$ cat config.mk
export PLATFORM = sky130hd
export DESIGN_NAME = ff_vec_driver
export DESIGN_NICKNAME = d
export VERILOG_FILES = /design/src/rtl/ff_vec_driver.sv
export SDC_FILE = /design/constraint.sdc
export NUM_CORES = 1
export LEC_CHECK = 0
export ABC_CLOCK_PERIOD_IN_PS = 2050
export CAP_MARGIN = 10
export CORE_MARGIN = 1.5
export CORE_UTILIZATION = 41
export CTS_BUF_LIST = sky130_fd_sc_hd__clkbuf_4
export CTS_CLUSTER_DIAMETER = 40
export DETAILED_ROUTE_END_ITERATION = 7
export PLACE_DENSITY_LB_ADDON = 0.25
export SYNTH_ARGS = -nofsm -noshare
export SYNTH_HDL_FRONTEND = slang
export SYNTH_SLANG_ARGS = --single-unit
$ cat constraint.sdc
create_clock -name clk -period 2.05 [get_ports clk]
set_clock_uncertainty 0.15 [all_clocks]
set_input_delay 0.5125 -clock clk [delete_from_list [all_inputs] [get_ports clk]]
set_output_delay 0.5125 -clock clk [all_outputs]
set_load 0.02 [all_outputs]
$ cat src/rtl/ff_vec_driver.sv
// Stimulus/check stage for the FF dual-edge block: drives {a,b,c}, samples e at a fixed latency.
// Define FF_VEC_DRV_FIFO_EN to place a 4-entry {in_vec,in_exp} FIFO ahead of the FSM.
module ff_vec_driver #(
  parameter int HOLD  = 3,
  parameter int LAT   = 2,
  parameter int CNT_W = 8
) (
  input  logic             clk,
  input  logic             rst_n,
  input  logic             in_valid,
  output logic             in_ready,
  input  logic [2:0]       in_vec,
  input  logic             in_exp,
  input  logic             clr,
  output logic             a,
  output logic             b,
  output logic             c,
  input  logic             e,
  output logic             busy,
  output logic             done,
  output logic             mismatch,
  output logic [CNT_W-1:0] vec_cnt,
  output logic [CNT_W-1:0] err_cnt
);

  typedef enum logic {IDLE, DRIVE} state_e;

  state_e           state_q, state_d;
  logic [3:0]       ph_q, ph_d;
  logic [2:0]       abc_q, abc_d;
  logic             exp_q, exp_d;
  logic             done_q, done_d;
  logic             mis_q, mis_d;
  logic [CNT_W-1:0] vec_cnt_q, vec_cnt_d;
  logic [CNT_W-1:0] err_cnt_q, err_cnt_d;

  logic             fsm_take;
  logic             accept;
  logic             sample;
  logic [2:0]       take_vec;
  logic             take_exp;

  assign fsm_take = (state_q == IDLE) || (ph_q == 4'(HOLD - 1));
  assign sample   = (state_q == DRIVE) && (ph_q == 4'(LAT - 1));

`ifdef FF_VEC_DRV_FIFO_EN
  logic [3:0] mem_q [4];
  logic [1:0] wr_q, rd_q;
  logic [2:0] lvl_q;
  logic       fifo_empty, fifo_full, push, push_mem, pop_mem, src_valid;

  assign fifo_empty = (lvl_q == 3'd0);
  assign fifo_full  = (lvl_q == 3'd4);
  // A full FIFO still takes a word when the FSM pops on the same edge.
  assign in_ready   = rst_n && (!fifo_full || fsm_take);
  assign push       = in_valid && in_ready;
  assign src_valid  = !fifo_empty || in_valid;
  assign accept     = rst_n && fsm_take && src_valid;
  assign take_vec   = fifo_empty ? in_vec : mem_q[rd_q][3:1];
  assign take_exp   = fifo_empty ? in_exp : mem_q[rd_q][0];
  assign pop_mem    = accept && !fifo_empty;
  assign push_mem   = push && !(accept && fifo_empty);

  always_ff @(posedge clk) begin
    if (push_mem) mem_q[wr_q] <= {in_vec, in_exp};
  end

  always_ff @(posedge clk) begin
    if (!rst_n) begin
      wr_q  <= '0;
      rd_q  <= '0;
      lvl_q <= '0;
    end else begin
      if (push_mem) wr_q <= wr_q + 2'd1;
      if (pop_mem)  rd_q <= rd_q + 2'd1;
      lvl_q <= lvl_q + 3'(push_mem) - 3'(pop_mem);
    end
  end
`else
  assign in_ready = rst_n && fsm_take;
  assign accept   = in_valid && in_ready;
  assign take_vec = in_vec;
  assign take_exp = in_exp;
`endif

  always_comb begin
    state_d   = state_q;
    ph_d      = ph_q;
    abc_d     = abc_q;
    exp_d     = exp_q;
    done_d    = 1'b0;
    mis_d     = 1'b0;
    vec_cnt_d = vec_cnt_q;
    err_cnt_d = err_cnt_q;

    if (sample) begin
      done_d = 1'b1;
      mis_d  = e ^ exp_q;
      if (vec_cnt_q != {CNT_W{1'b1}}) vec_cnt_d = vec_cnt_q + 1'b1;
      if (mis_d && (err_cnt_q != {CNT_W{1'b1}})) err_cnt_d = err_cnt_q + 1'b1;
    end

    case (state_q)
      IDLE: begin
        if (accept) begin
          abc_d   = take_vec;
          exp_d   = take_exp;
          ph_d    = 4'd0;
          state_d = DRIVE;
        end
      end
      DRIVE: begin
        ph_d = ph_q + 4'd1;
        if (ph_q == 4'(HOLD - 1)) begin
          ph_d = 4'd0;
          if (accept) begin
            abc_d = take_vec;
            exp_d = take_exp;
          end else begin
            state_d = IDLE;
          end
        end
      end
      default: state_d = IDLE;
    endcase

    if (clr) begin
      vec_cnt_d = '0;
      err_cnt_d = '0;
    end
  end

  always_ff @(posedge clk) begin
    if (!rst_n) begin
      state_q   <= IDLE;
      ph_q      <= '0;
      abc_q     <= '0;
      exp_q     <= 1'b0;
      done_q    <= 1'b0;
      mis_q     <= 1'b0;
      vec_cnt_q <= '0;
      err_cnt_q <= '0;
    end else begin
      state_q   <= state_d;
      ph_q      <= ph_d;
      abc_q     <= abc_d;
      exp_q     <= exp_d;
      done_q    <= done_d;
      mis_q     <= mis_d;
      vec_cnt_q <= vec_cnt_d;
      err_cnt_q <= err_cnt_d;
    end
  end

  assign {a, b, c} = abc_q;
  assign busy      = (state_q == DRIVE);
  assign done      = done_q;
  assign mismatch  = mis_q;
  assign vec_cnt   = vec_cnt_q;
  assign err_cnt   = err_cnt_q;

endmodule

# == Yosys cells after proc, flatten, opt, wreduce, memory -nomap -nowiden ==
# Index checks and enable logic that the tools add are counted.
# classes
n_bitwise,3
n_addsub,3
order_cmp,0
multipliers,0
n_mux,13
n_shift,0
n_reduce_logical,9
n_div,0
eq_ne,6
# ops
op,n
8-bit by 1-bit adder with 8-bit output (second input constant),2
8-bit != test (second input constant),2
4-bit 2-to-1 mux,2
4-bit case mux with 2 select lines,1
3-bit 2-to-1 mux,2
3-bit case mux with 2 select lines,1
2-bit AND reduction,3
1-bit 2-to-1 mux,5
4-bit by 1-bit adder with 4-bit output (second input constant),1
4-bit by 1-bit == test with 1-bit output (second input constant),1
4-bit by 2-bit == test with 1-bit output (second input constant),1
1-bit logical AND,4
1-bit case mux with 2 select lines,2
2-bit by 1-bit != test with 1-bit output (second input constant),1
2-bit != test (second input constant),1
1-bit inverter,2
2-bit OR reduction,1
1-bit logical OR,1
1-bit bitwise XOR,1
# totals
inputBits,9
rom_bits,0
out_inout_bits,23
latch_bits,0
reg_bits,27
memories,0
mem_bits_rw,0

# == Logic depth before layout (Yosys ltp) ==
# logic_depth
depth_word,7
depth_mapped,6
ltp_nobuf,5

# == Least setup slack after synthesis ==
# OpenSTA, ideal clock, no wires.
# synth_timing
path_kind,reg-to-output
startpoint,register ph_q[2]
endpoint,output in_ready
path_stages_with_launch,4
path_slack_ps,262
n_path_buf,0
arrival_ps,1125
path_cell_list,dfxtp_1 -> or2_2 -> o21ai_1 -> and2_1
# synth_between
elab_chain_cells,3
# synth_rtl
item,line,rtl
from (decl),29,"logic [3:0] ph_q, ph_d;"
from (signal assigned),145,ph_q <= ph_d;
4-bit by 2-bit == test with 1-bit output,43,assign fsm_take = (state_q == IDLE) || (ph_q == 4'(HOLD - 1));
1-bit logical OR,43,
1-bit logical AND,80,assign in_ready = rst_n && fsm_take;
to (decl),11,"output logic in_ready,"
# No other way between the ends.

# == Worst setup path after layout ==
# layout_timing
startpoint,input e
endpoint,"register err_cnt_q[2], in the netlist err_cnt[2]"
# layout_between
elab_chain_cells,3
# layout_rtl
item,line,rtl
from (decl),18,"input logic e,"
1-bit bitwise XOR,98,mis_d = e ^ exp_q;
1-bit logical AND,100,if (mis_d && (err_cnt_q != {CNT_W{1'b1}})) err_cnt_d = err_cnt_q + 1'b1;
2-bit AND reduction (no line),--,
to (signal assigned),151,err_cnt_q <= err_cnt_d;
to (decl),35,"logic [CNT_W-1:0] err_cnt_q, err_cnt_d;"
# No other way between the ends.
# A chain may end at the register's enable or synchronous reset.

==> flow_summary.toml <==
[cts]
cts_buffers = 3
cts_buffer_depth = 2
root_buffer = "clkbuf_4"
cts_tree = "done"
worstSkewPairLatency_ns = 0.33
clk_pin_slew_ns = 0.14
clock-sinks = 27
htreeDepth = 1

[timing]
rsz0062_at_grt = "yes"
setup_viol = 0
maxSlewViolCount = 0
fin_tns_setup_ns = 0
worst_pin_slew_ns = 0.536
max_freq_mhz = 495
hold_viol_final = 0
layout_min_cycle_time_ns = 2.02
relSlewSlack = 0.641
period_share = 0.986

[run_status]
status = "complete, no violations"

[yosys]
ys.warnings.count = 0
synth-async-reset-ratio = 0
post-synth-top-count-cell = "dfxtp_1"
synthTopCellsByArea = "dfxtp_1 (42%), a21oi_1 (4.3%), nand3_1 (4.3%), nand2_1 (3.2%), mux2i_1 (3.1%)"
syn_avg_cell_area_um2 = 8.58
syn-cell-area_um2 = 1290
synth_fp_nets = 161
ys_types = 42
ys_top_cells_by_count = "dfxtp_1 (27), a21oi_1 (11), nand2_1 (11), nand3_1 (11), nor2_1 (10)"
yosysTopAreaCellShare = 0.420
netlist_instances = 150
synth_edf_count = 0
ys_ff_latch = 27
synth-main-ff-cell = "dfxtp_1"
ys_seq_area_frac = 0.420
yosysTopAreaCell = "dfxtp_1"

[place]
hpwl_mm = 2.29
gp_congestion = 0.831
place_inst = 236
io_buffers = 31

[layout]
drive_gt1_frac = 0.162
antenna_cells = 0
syn2layout_area_growth_pct = 40.4
num-nets-final = 210
final_cells = 242

[job]
cap_viol_max_count = 0

[setup_path]
rrSetupSlack_ns = 0.17
arrival_ns = 2.10
crit_path_start_kind = "primary input"
crit_path_top_delay_cell = "clkdlybuf4s50_1"
end_kind = "flip-flop"
cpLargestDelayFamily = "buffers and inverters"
path_max_fanout = 8
slowest_delay_ns = 0.48
cp_num_buf_inv = 2
crit_required_ns = 2.12
path_class = "in -> reg"
cp_cell_sequence = "clkdlybuf4s50_1 > xor2_1 > nand3_4 > buf_4 > o311ai_0 > nand2_1"

[grt]
antenna_found_initial = 0
grt_pass1_vias = 1194
track_usage = 0.192
grt_pass1_wl_mm = 5.20
grt_max_degree = 15
grt_overflow = 0

[routing]
routed_wl_mm = 3.11
postRouteAntennaNets = 0
drt-pass1-iter-count = 4
via_per_inst = 5.48
vias = 1325
avgRoutedWirePerCell_um = 12.8
drc = 0
drt_iter0_drc = 62

[power]
pwr-share-comb = 0.130
clockPowerShare = 0.270
ir_drop_mv = 0.294
power.density_nw_per_um2 = 500
pwr-share-seq = 0.600
power_switching_uw = 218
sw_frac_of_total = 0.241
intPower_uw = 686
leakagePower_uw = 0.000813

[die]
initial_core_util = 0.425
rows = 20
io_pins = 32
dieArea_um2 = 3490
die_y_um = 59.0
core_area_um2 = 3030
dieWidth_um = 59.0

[hold_path]
hold_class = "reg -> reg"
-- routing by layer --
layer / up-vias / track usage / part of all wire
met3: 5 / 0.0393 / 0.061
li1: 656 / - / -
met2: 55 / 0.313 / 0.48
met4: 0 / 0.0909 / 0.016
met5: - / 0 / 0
met1: 609 / 0.244 / 0.44
-- cell type report --
type                    instances  area [um2]
fillers                       283        1220
inverters                       7        26.3
clock buffers                   4        30.0
flip-flops and latches         27         542
well taps                      44        55.1
multi-input cells             111         713
repair buffers                 49         442
-- cells in the final DEF (no fill, tap or decap), drive strengths merged, types with 2 or more instances in the layout --
cell type,netlist,final
dfxtp,27,27
buf,2,19
clkdlybuf4s50,0,14
dlygate4sd2,0,12
nand3,12,12
nand2,11,11
a21oi,11,11
nor2,11,11
o21ai,9,9
inv,7,7
nor3,6,6
and3,5,5
nand4,5,5
mux2i,4,4
clkbuf,3,4
dlymetal6s2s,0,4
xor2,3,3
or4,3,3
and4,2,2
o311ai,2,2
o41ai,2,2
a31oi,2,2
o31ai,2,2
or3,2,2
ha,2,2
or2,2,2
-- registers in the layout, indices dropped and copies added, names as in the netlist --
signal	cells
ph_q	4
exp_q	1
err_cnt	8
done	1
mismatch	1
vec_cnt	8
busy	1
abc_q	3
-- final timing paths --
kind,depth (start not counted),end,start
worst max-delay path,6,err_cnt[2],e
worst min-delay path,2,abc_q[0],abc_q[0]
worst max register to register,6,err_cnt[2],busy
worst min register to register,2,abc_q[0],abc_q[0]
-- worst register-to-register path: cells and delay by family (launching register included) --
| family | cells | cell delay [ns] |
|---|---|---|
| flops | 1 | 0.40 |
| buf+inv | 2 | 0.36 |
| compound gates | 1 | 0.41 |
| simple gates | 3 | 0.45 |
-- cells by family after synthesis --
| kind of cell | count (synthesis) | share of synthesized area |
|---|---|---|
| adders and majority gates | 2 | 0.0194 |
| AOI/OAI and AO/OA | 33 | 0.155 |
| DFF | 27 | 0.420 |
| and+or+nand+nor | 69 | 0.315 |
| muxes | 4 | 0.0311 |
| buffers and inverters | 12 | 0.0389 |
| xor gates and xnor gates | 3 | 0.0204 |
-- what timing repair did --
action                                  in CTS  in global routing
pin swaps                                    1                  2
resized for setup                           19                  8
endpoints found under the setup margin      13                  5
hold buffers                                 0                  0
hold endpoints to repair                     0                  0
buffers inserted                             0                  2
cloned                                       0                  0
-- power by group through the flow --
stage / clock network (uW) / logic [uW] / registers [uW]
global placement: 0 / 109 / 552
detailed placement: 0 / 111 / 553
finish: 244 / 118 / 542
floorplan: 0 / 46.5 / 562
global route: 280 / 127 / 544
CTS: 257 / 111 / 543
-- stage by stage --
step                setup WS, ns  cell area, um2  hold slack, ns  utilization  total power (uW)
floorplan                  0.262            1290           0.300            -               608
global placement          -0.310            1750           0.298        0.578               662
detailed placement        -0.305            1750           0.318        0.578               664
CTS                      -0.0678            1770           0.337        0.586               910
global route             -0.0377            1810           0.351        0.597               950
finish                    0.0287            1810           0.328        0.597               904
(Power assumes the default switching activity.)
